[src/rtl/weight_packer.sv]
// Packs a stream of weight bytes into scratchpad words, lane 0 first, and writes
// each word one cycle after its last byte is accepted. A final partial word is zero-padded.
module weight_packer #(
    parameter int unsigned DATA_WIDTH      = 8,
    parameter int unsigned DATA_LENGTH     = 8,
    parameter int unsigned SPAD_DATA_WIDTH = 64,
    parameter int unsigned ADDR_WIDTH      = 8,
    localparam int unsigned CNT_WIDTH      = ADDR_WIDTH + $clog2(DATA_LENGTH)
) (
    input  logic                       i_clk,
    input  logic                       i_nrst,
    input  logic                       i_clear,
    input  logic                       i_start,
    input  logic [ADDR_WIDTH-1:0]      i_base_addr,
    input  logic [CNT_WIDTH-1:0]       i_byte_count,
    input  logic                       i_valid,
    input  logic [DATA_WIDTH-1:0]      i_data,
    output logic                       o_ready,
    output logic                       o_spad_write_en,
    output logic [ADDR_WIDTH-1:0]      o_spad_write_addr,
    output logic [SPAD_DATA_WIDTH-1:0] o_spad_data,
    output logic                       o_busy,
    output logic                       o_done,
    output logic [ADDR_WIDTH:0]        o_words_written
);

    localparam int unsigned LANE_WIDTH = (DATA_LENGTH > 1) ? $clog2(DATA_LENGTH) : 1;
    localparam logic [LANE_WIDTH-1:0] LAST_LANE = LANE_WIDTH'(DATA_LENGTH - 1);
    localparam logic [LANE_WIDTH-1:0] LANE_ONE  = LANE_WIDTH'(1);
    localparam logic [CNT_WIDTH-1:0]  CNT_ONE   = CNT_WIDTH'(1);
    localparam logic [ADDR_WIDTH:0]   WORD_ONE  = (ADDR_WIDTH + 1)'(1);

    typedef enum logic [1:0] {StIdle, StFill, StFlush, StDone} state_t;

    state_t                     state_q;
    logic [ADDR_WIDTH-1:0]      base_q;
    logic [CNT_WIDTH-1:0]       count_q;
    logic [CNT_WIDTH-1:0]       byte_cnt_q;
    logic [LANE_WIDTH-1:0]      lane_idx_q;
    logic [SPAD_DATA_WIDTH-1:0] pack_q;

    logic                       accept;
    logic                       last_byte;
    logic                       word_end;
    logic [SPAD_DATA_WIDTH-1:0] merged;

    assign o_ready = (state_q == StFill);
    assign o_busy  = (state_q == StFill) || (state_q == StFlush);

    always_comb begin
        accept    = i_valid && (state_q == StFill);
        last_byte = (byte_cnt_q == count_q - CNT_ONE);
        word_end  = (lane_idx_q == LAST_LANE) || last_byte;
        merged    = pack_q;
        merged[lane_idx_q*DATA_WIDTH +: DATA_WIDTH] = i_data;
    end

    always_ff @(posedge i_clk or negedge i_nrst) begin
        if (!i_nrst) begin
            state_q           <= StIdle;
            base_q            <= '0;
            count_q           <= '0;
            byte_cnt_q        <= '0;
            lane_idx_q        <= '0;
            pack_q            <= '0;
            o_spad_write_en   <= 1'b0;
            o_spad_write_addr <= '0;
            o_spad_data       <= '0;
            o_done            <= 1'b0;
            o_words_written   <= '0;
        end else if (i_clear) begin
            // Abort drops the in-progress word entirely; nothing is written.
            state_q           <= StIdle;
            base_q            <= '0;
            count_q           <= '0;
            byte_cnt_q        <= '0;
            lane_idx_q        <= '0;
            pack_q            <= '0;
            o_spad_write_en   <= 1'b0;
            o_spad_write_addr <= '0;
            o_spad_data       <= '0;
            o_done            <= 1'b0;
            o_words_written   <= '0;
        end else begin
            o_spad_write_en <= 1'b0;
            case (state_q)
                StIdle, StDone: begin
                    if (i_start) begin
                        base_q          <= i_base_addr;
                        count_q         <= i_byte_count;
                        byte_cnt_q      <= '0;
                        lane_idx_q      <= '0;
                        pack_q          <= '0;
                        o_words_written <= '0;
                        o_done          <= (i_byte_count == '0);
                        state_q         <= (i_byte_count == '0) ? StDone : StFill;
                    end
                end
                StFill: begin
                    if (accept) begin
                        byte_cnt_q <= byte_cnt_q + CNT_ONE;
                        if (word_end) begin
                            // Word index equals words already written in this load.
                            o_spad_write_en   <= 1'b1;
                            o_spad_data       <= merged;
                            o_spad_write_addr <= base_q + o_words_written[ADDR_WIDTH-1:0];
                            o_words_written   <= o_words_written + WORD_ONE;
                            pack_q            <= '0;
                            lane_idx_q        <= '0;
                            if (last_byte) begin
                                state_q <= StFlush;
                            end
                        end else begin
                            pack_q     <= merged;
                            lane_idx_q <= lane_idx_q + LANE_ONE;
                        end
                    end
                end
                StFlush: begin
                    state_q <= StDone;
                    o_done  <= 1'b1;
                end
                default: begin
                    state_q <= StIdle;
                end
            endcase
        end
    end

endmodule

[config.mk]
export PLATFORM = sky130hd
export DESIGN_NAME = weight_packer
export DESIGN_NICKNAME = d
export VERILOG_FILES = /design/src/rtl/weight_packer.sv
export SDC_FILE = /design/constraint.sdc
export NUM_CORES = 1
export LEC_CHECK = 0
export CAP_MARGIN = 20
export CORE_ASPECT_RATIO = 1.75
export CORE_MARGIN = 2
export CORE_UTILIZATION = 30
export CTS_CLUSTER_SIZE = 16
export DETAILED_ROUTE_END_ITERATION = 7
export HOLD_SLACK_MARGIN = 0.12
export SLEW_MARGIN = 20
export SYNTH_ARGS = -nofsm -noshare
export SYNTH_HDL_FRONTEND = slang
export SYNTH_SLANG_ARGS = --single-unit
export TNS_END_PERCENT = 10
[constraint.sdc]
create_clock -name i_clk -period 3.3 [get_ports i_clk]
set_input_delay 0.825 -clock i_clk [delete_from_list [all_inputs] [get_ports i_clk]]
set_output_delay 0.825 -clock i_clk [all_outputs]
set_load 0.02 [all_outputs]
### After elaboration in Yosys (flattened, before gate mapping)

Index checks and enable logic that the tools add are counted.
Widths: inputs -> output; s select.

| operators by class | value |
|---|---|
| $add $sub $neg | 6 |
| equal/unequal tests | 9 |
| shifts and indexed selects | 2 |
| multiplexer cells | 48 |
| reduce and logical (&&, ||, !) cells | 19 |

Operator list:

| cell | number |
|---|---|
| $mux 64 | 8 |
| $pmux 64 s2 | 1 |
| $mux 11 | 6 |
| $bwmux 64 | 1 |
| $shift 8x34->64 const A | 1 |
| $shiftx 8x34->64 | 1 |
| $mux 8 | 7 |
| $mux 9 | 4 |
| $neg 6->34 | 1 |
| $pmux 11 s2 | 1 |
| $pmux 9 s2 | 1 |
| $mux 2 | 6 |
| $mux 3 | 4 |
| $add 11x1->11 const B | 1 |
| $eq 11x11->1 | 1 |
| $logic_not 11->1 | 1 |
| $sub 11x1->11 const B | 1 |
| $reduce_bool 2->1 | 5 |
| $add 9x1->9 const B | 1 |
| $ne 3x2->1 const B | 3 |
| $add 8x8->8 | 1 |
| $reduce_and 4->1 | 2 |
| $mux 1 | 6 |
| $pmux 2 s3 | 1 |
| 14 further kinds | 19 |

| word-level totals | value |
|---|---|
| bits in registers | 182 |
| bits of input ports | 32 |
| output and inout port bits | 85 |
| logic and storage cells | 95 |

### Longest topological paths before layout

Gate-level depths: netlist of run 1.

| depth | value |
|---|---|
| depth in word-level cells | 7 |
| mapped depth | 13 |

### Worst setup path after synthesis of run 1

No wires, ideal clock.

| timing path | value |
|---|---|
| path kind | reg2reg |
| start point | register count_q[0] |
| end point | register pack_q[32] |
| data arrival time | 2.610 ns |
| data required time | 3.234 ns |
| path slack | 0.624 ns |
| stages on the path, launching flop included | 12 |
| period minus slack after synthesis | 2.676 ns |
| cell sequence | dfrtp_1 > inv_1 > ha_1 > buf_2 > nor4b_2 > a211oi_1 > a31o_1 > o311a_1 > a21o_1 > buf_6 > nor4_4 > a22o_1 |

| on the way | value |
|---|---|
| word-level cells in the longest chain between the ends | 7 |

Ends and longest elaborated chain:

| item | RTL line | text |
|---|---|---|
| start: declaration | 37 | `logic [CNT_WIDTH-1:0] count_q;` |
| start signal: assignment | 90 | `count_q <= i_byte_count;` |
| $sub 11x1->11 | 52 | `last_byte = (byte_cnt_q == count_q - CNT_ONE);` |
| $eq 11x11->1 | 52 |  |
| $logic_or 1x1->1 | 53 | `word_end = (lane_idx_q == LAST_LANE) \|\| last_byte;` |
| $mux 64 | 102 | `if (word_end) begin` |
| $mux 64 | 100 | `if (accept) begin` |
| $pmux 64 s2 | 86 | `case (state_q)` |
| $mux 64 | 71 | `end else if (i_clear) begin` |
| end signal: assignment | 114 | `pack_q <= merged;` |
| end: declaration | 40 | `logic [SPAD_DATA_WIDTH-1:0] pack_q;` |

Every way passes these cells. The select of a mux whose other input is x is not followed.
A chain may end at the register's enable or synchronous reset.

### Final worst setup path of run 1

| timing path | value |
|---|---|
| start point | register count_q[0] |
| end point | register pack_q[33] |

The elaborated chain is that of the path after synthesis.

==> results of run 1 <==
## cell families (layout without fill, tap and decap cells)
group,Yosys count,count (layout),synth area share (%)
AO/OA/AOI/OAI,340,340,23.38
XOR/XNOR,24,24,2.360
adder cells (fa/ha/maj),20,20,2.894
buffers and inverters,82,192,4.243
flip-flops,182,182,51.14
multiplexers,19,19,2.178
AND/OR/NAND/NOR,267,267,13.81
## synthesized netlist by cell type (3+ instances only)
cell      instances  area, µm²
a211oi_1         66      495.5
a21o_1            6      45.04
a21oi_1         128      640.6
a22o_1           19      166.4
a31o_2            3      26.28
a31oi_1           3      18.77
and3_1            4      25.02
buf_1             3      11.26
buf_2            11      55.05
buf_4             6      45.04
buf_6             3      33.78
clkbuf_1         41      153.9
dfrtp_1         182       4554
ha_1             19      237.7
inv_1            17      63.81
mux2_2            3      33.78
mux2i_1          16      160.2
nand2_1         139      521.8
nand3_1          12      60.06
nand4_1           4      25.02
nor2_1           63      236.5
nor2b_1           3      18.77
nor3_1            7      35.03
nor4_1            5      31.28
nor4b_1           4      35.03
o211ai_1          3      22.52
o21ai_0          84      420.4
o22ai_1           3      18.77
o311ai_0          5      43.79
o31ai_1           5      37.54
or2_2             3      18.77
or3_1             5      31.28
xnor2_1          14      122.6
xor2_1           10      87.58
## metal layers
| metal | track usage [%] | part of all wire (%) |
|---|---|---|
| met5 | 0 | 0 |
| met1 | 19.33 | 40 |
| met4 | 7.270 | 3.5 |
| met3 | 3.274 | 3.1 |
| met2 | 30.99 | 54 |
## registers in the layout, indices dropped and copies added, names as in the netlist, 3 cells and up
signal             count
o_spad_data           64
pack_q                64
o_spad_write_addr      8
byte_cnt_q            11
base_q                 8
count_q               11
o_words_written        9
lane_idx_q             3
## critical path, stage by stage, from the launching register on
cell and delay (ns):
dfrtp_1 0.45, inv_1 0.08, ha_1 0.33, nor4b_2 0.30, a211oi_1 0.11, a31o_1 0.20
o311a_1 0.43, a21o_2 0.33, nor4_4 0.51, a22o_1 0.22
## per-stage QoR
step	utilization [%]	setup slack, ns	power [mW]	hold slack [ns]	std cells
final	37.87	0.2837	5.288	0.3772	1426
after global routing	37.87	0.05887	5.510	0.4251	1426
after detailed placement	35.93	0.3062	3.322	0.4699	1394
after global placement	35.91	0.3699	3.308	0.4606	1394
after CTS	37.87	0.2917	5.339	0.3929	1426
after floorplan	-	0.6242	2.944	0.4502	934
## final cells by class
cell class	instances	area [µm²]
Timing Repair Buffer	143	1423
Clock inverter	12	103.9
Clock buffer	20	466.7
Inverter	17	63.81
Tap cell	382	478.0
Multi-Input combinational cell	670	4003
Fill cell	2955	18190
Sequential cell	182	4554
## power groups by stage
stage	sequential, mW	combinational, mW	clock [mW]
finish	2.36	0.920	2.01
CTS	2.35	0.930	2.05
detailed placement	2.40	0.926	0
global placement	2.40	0.912	0
global route	2.36	1.01	2.14
floorplan	2.38	0.559	0
## worst min path at each step
stage	cells past startpoint	slack (ns)	endpoint	start
6_report	1	0.38	o_spad_data[14]	i_nrst
3_5_place_dp	2	0.47	pack_q[43]	pack_q[43]
4_1_cts	1	0.39	o_spad_data[14]	i_nrst
3_3_place_gp	2	0.46	pack_q[11]	pack_q[11]
5_1_grt	1	0.43	o_spad_data[14]	i_nrst
2_1_floorplan	2	0.45	pack_q[10]	pack_q[10]
==> out/results.ini, run 1 <==
[clocking]
clock_path_buffers=2
cts_root_buf=clkbuf_16
cts.repair.resized=0
post_cts_buffers=0
path_clk_slew_ns=0.07
clock_sinks=182
ctsHoldBuffers=0
cts_htree_levels=4
cts_tree=yes
clk-insertion-delay-late_ns=0.45
cts_made_buffers=17

[synthesis]
synthArstFlopShare_pct=100.0
syn-num-nets=986
synth.ff_latch_count=182
syn_inst=934
synth.avg_cell_area_um2=9.535
netlist-cell-type-count=60
yosysWarnings=0
synthFlopType=dfrtp_1
synthesis.area_um2=8906
ys_seq_area_share_pct=51.14
synth_edf_count=0

[placed_design]
gp_congestion=0.8285
place_hpwl_mm=18.60
placed_cell_area_um2=10520
io_buffers=116

[sta]
rsz0062_at_grt=false
clock_skew_ns=0.01238
setup_viol=0
fmax_mhz=331.5
period_share_pct=91.40
hold_violations=0
fin_tns_setup_ns=0
relSlewSlack_pct=49.80
worst_pin_slew_ns=0.7529
fin_crit_ns=3.016
maxSlewViolCount=0

[detailed_routing]
dr_total_vias=7290
drt_iter0_markers=380
dr.pass1.iters=5
drt-total-wl_mm=26.08
remaining_drc_errors=0
viasPerCell=5.112
drt.antenna.violating_nets=0
wl_per_cell_um=18.29

[power]
clockPowerShare_pct=38.1
p_seq_share_pct=44.5
p_leak_nw=4.470
p_int_mw=3.665
p_sw_share_pct=30.69
pwr-share-comb_pct=17.4
ir_worst_vdd_mv=0.3504
power.density_nw_per_um2=476.8
p_switching_mw=1.623

[setup_path]
crit_start=count_q[0]
cp_max_fo=10
r2r-start=count_q[0]
regToRegSetupSlack_ns=0.28
crit_type=reg2reg
r2r_end=pack_q[33]
crit_path_end=pack_q[33]
startpoint_type=register
rr_worst_depth=9
worst_setup_path_end_kind=register
crit_arrival_ns=3.40
crit_required_ns=3.69

[global_route]
gr-usage-all-layers_pct=17.08
grt_overflow=0
grt_first_pass_wirelength_mm=41.26
antenna_found_initial=0
grt_max_degree=73
grt_pass1_vias=7377

[floorplanning]
die_w_um=134.2
die_h_um=231.9
io_pins=117
rows=83
die-area_um2=31140
initial_utilization_pct=30.41
core_area_um2=29290

[finish]
fin_area_um2=11090
area_delta_synth_final_pct=24.54
drive_above_1_share_pct=8.333
final_cell_mix=dfrtp_1, nand2_1, a21oi_1
final_common_cell=dfrtp_1
antennaDiodeCount=0
nets=1083

[worst_hold_path]
hold_path.class=in2async

[job]
drv_cap=0

[outcome]
status=finished clean

Note: power is estimated with default switching activity, not from simulation.
==> inputs of run 2 (changes only) <==
- CORE_UTILIZATION: 30 -> 40
==> run 2 against run 1 <==
Compared with the run above:
- first-iteration DRC count rose by 21%
- die area down 24%
- total power increased by 2.0%
- critical path type unchanged
==> out/results.ini, run 2 (synthesis results as in run 1) <==
[sta]
fin_tns_setup_ns=0  ; unchanged
rsz0062_at_grt=false  ; unchanged
setup_viol=0  ; unchanged
fin_crit_ns=3.096  ; was 3.016 ns
hold_violations=0  ; unchanged
clock_skew_ns=0.007481  ; was 0.01238 ns
fmax_mhz=323.0  ; was 331.5 MHz
period_share_pct=93.83  ; was 91.40%
maxSlewViolCount=0  ; unchanged
relSlewSlack_pct=57.88  ; was 49.80%
worst_pin_slew_ns=0.6318  ; was 0.7529 ns

[clocking]
cts_htree_levels=4  ; unchanged
clk-insertion-delay-late_ns=0.43  ; was 0.45 ns
post_cts_buffers=0  ; unchanged
cts.repair.resized=0  ; unchanged
cts_root_buf=clkbuf_16  ; unchanged
clock_path_buffers=2  ; unchanged
clock_sinks=182  ; unchanged
ctsHoldBuffers=0  ; unchanged
cts_tree=yes  ; unchanged
cts_made_buffers=17  ; unchanged
path_clk_slew_ns=0.07  ; about the same

[finish]
final_util_pct=50.02  ; was 37.87%
fillers=2090  ; was 2955
nets=1078  ; was 1083
final_cell_mix=dfrtp_1, nand2_1, a21oi_1  ; unchanged
largestRegisters=o_spad_data (64), pack_q (64)  ; unchanged
drive_above_1_share_pct=7.418  ; was 8.333%
area_delta_synth_final_pct=23.46  ; was 24.54%
final_common_cell=dfrtp_1  ; unchanged
antennaDiodeCount=0  ; unchanged

[detailed_routing]
wl_per_cell_um=18.46  ; was 18.29 µm
dr_total_vias=7293  ; was 7290
drt-total-wl_mm=24.63  ; was 26.08 mm
viasPerCell=5.467  ; was 5.112
drt_iter0_markers=461  ; was 380
remaining_drc_errors=0  ; unchanged
drt.antenna.violating_nets=0  ; unchanged
dr.pass1.iters=5  ; unchanged

[global_route]
grt_overflow=0  ; unchanged
grt_first_pass_wirelength_mm=39.52  ; was 41.26 mm
gr-usage-all-layers_pct=21.67  ; was 17.08%
antenna_found_initial=0  ; unchanged
grt_max_degree=73  ; unchanged
grt_pass1_vias=7239  ; was 7377

[setup_path]
slowest_delay_ns=0.56  ; was 0.51 ns
crit_required_ns=3.61  ; was 3.69 ns
cp_common_cell=o21ai_0
cp_cell_sequence=or4_1 > o21ai_0 > nor4b_1 > o311a_1 > a21o_2 > buf_4 > o21ai_0 > a32o_1  ; was inv_1 > ha_1 > nor4b_2 > a211oi_1 > a31o_1 > o311a_1 > a21o_2 > nor4_4 > a22o_1
cp_max_fo=35  ; was 10
worst_setup_path_end_kind=register  ; unchanged
crit_arrival_ns=3.41  ; was 3.40 ns
crit_type=reg2reg  ; unchanged
cp_slowest_cell=or4_1  ; was nor4_4
startpoint_type=register  ; unchanged

[power]
ir_worst_vdd_mv=0.3426  ; was 0.3504 mV
p_leak_nw=4.465  ; was 4.470 nW
power.density_nw_per_um2=490.4  ; was 476.8 nW/µm²

[floorplanning]
die-area_um2=23520  ; was 31140 µm²
die_h_um=201.4  ; was 231.9 µm
core_area_um2=21980  ; was 29290 µm²
initial_utilization_pct=40.52  ; was 30.41%
io_pins=117  ; unchanged
die_w_um=116.8  ; was 134.2 µm
rows=72  ; was 83

[placed_design]
place_hpwl_mm=17.03  ; was 18.60 mm
gp_congestion=0.8156  ; was 0.8285
io_buffers=116  ; unchanged

[outcome]
status=finished clean  ; unchanged

[job]
drv_cap=0  ; unchanged

[worst_hold_path]
hold_path.class=in2async  ; unchanged

[run 2: cell count changes in the layout (fill, tap and decap cells not counted), sizes merged]
cell and delta:
clkbuf +4, inv -8, buf -5, bufinv +3
[run 2: worst max-delay path, delay by kind of cell (launching register included)]
kind | cells | cell delay [ns]
AOI/OAI and AO/OA | 5 | 1.22
buffers and inverters | 1 | 0.38
DFF | 1 | 0.45
and+or+nand+nor | 2 | 0.91
[run 2: worst paths after layout]
kind                       startpoint            endpoint  slack (ns)  depth (start not counted)
max reg2reg                count_q[0]  o_words_written[1]        0.20                          8
max in group asynchronous      i_nrst     o_spad_data[29]        2.08                          2
min in group i_clk         pack_q[19]          pack_q[19]        0.48                          2
min                            i_nrst     o_spad_data[19]        0.40                          1
min reg2reg                pack_q[19]          pack_q[19]        0.48                          2
max                        count_q[0]  o_words_written[1]        0.20                          8
[run 2: layout make-up]
cell class / count / area, µm² / area share [%]
Clock buffer: 24 / 491.7 / 4.472
Tap cell: 296 / 370.4 / 3.368
Inverter: 17 / 63.81 / 0.5803
Timing Repair Buffer: 138 / 1398 / 12.71
Sequential cell: 182 / 4554 / 41.42
Multi-Input combinational cell: 670 / 3999 / 36.37
Clock inverter: 7 / 118.9 / 1.081
[run 2: per-stage QoR]
| step | total power, mW | cells | worst slack [ns] | hold WS [ns] | area (µm²) |
|---|---|---|---|---|---|
| 2_1_floorplan | 2.944 | 934 | 0.6242 | 0.4502 | 8906 |
| 3_3_place_gp | 3.307 | 1303 | 0.3229 | 0.4614 | 10390 |
| 3_5_place_dp | 3.312 | 1303 | 0.2190 | 0.4702 | 10390 |
| 4_1_cts | 5.436 | 1334 | 0.2038 | 0.4133 | 11000 |
| 5_1_grt | 5.608 | 1334 | 0.002384 | 0.4412 | 11000 |
| 6_report | 5.392 | 1334 | 0.2038 | 0.4007 | 11000 |
[run 2: per-layer routing]
layer  part of all wire [%]  up-vias  global-route usage [%]  wire [µm]
li1                       -     3532                       -          -
met1                     42     3583                   27.42      10290
met4                    2.9        0                   8.445        716
met3                    3.0       36                   3.283        751
met5                      0        -                       0          0
met2                     52      142                   36.77      12860
[run 2: where the power goes]
group / switching [mW] / internal [mW] / total [mW]
Combinational: 0.583 / 0.318 / 0.901
Clock: 0.860 / 1.27 / 2.13
Sequential: 0.0697 / 2.29 / 2.36
Total: 1.51 / 3.88 / 5.39
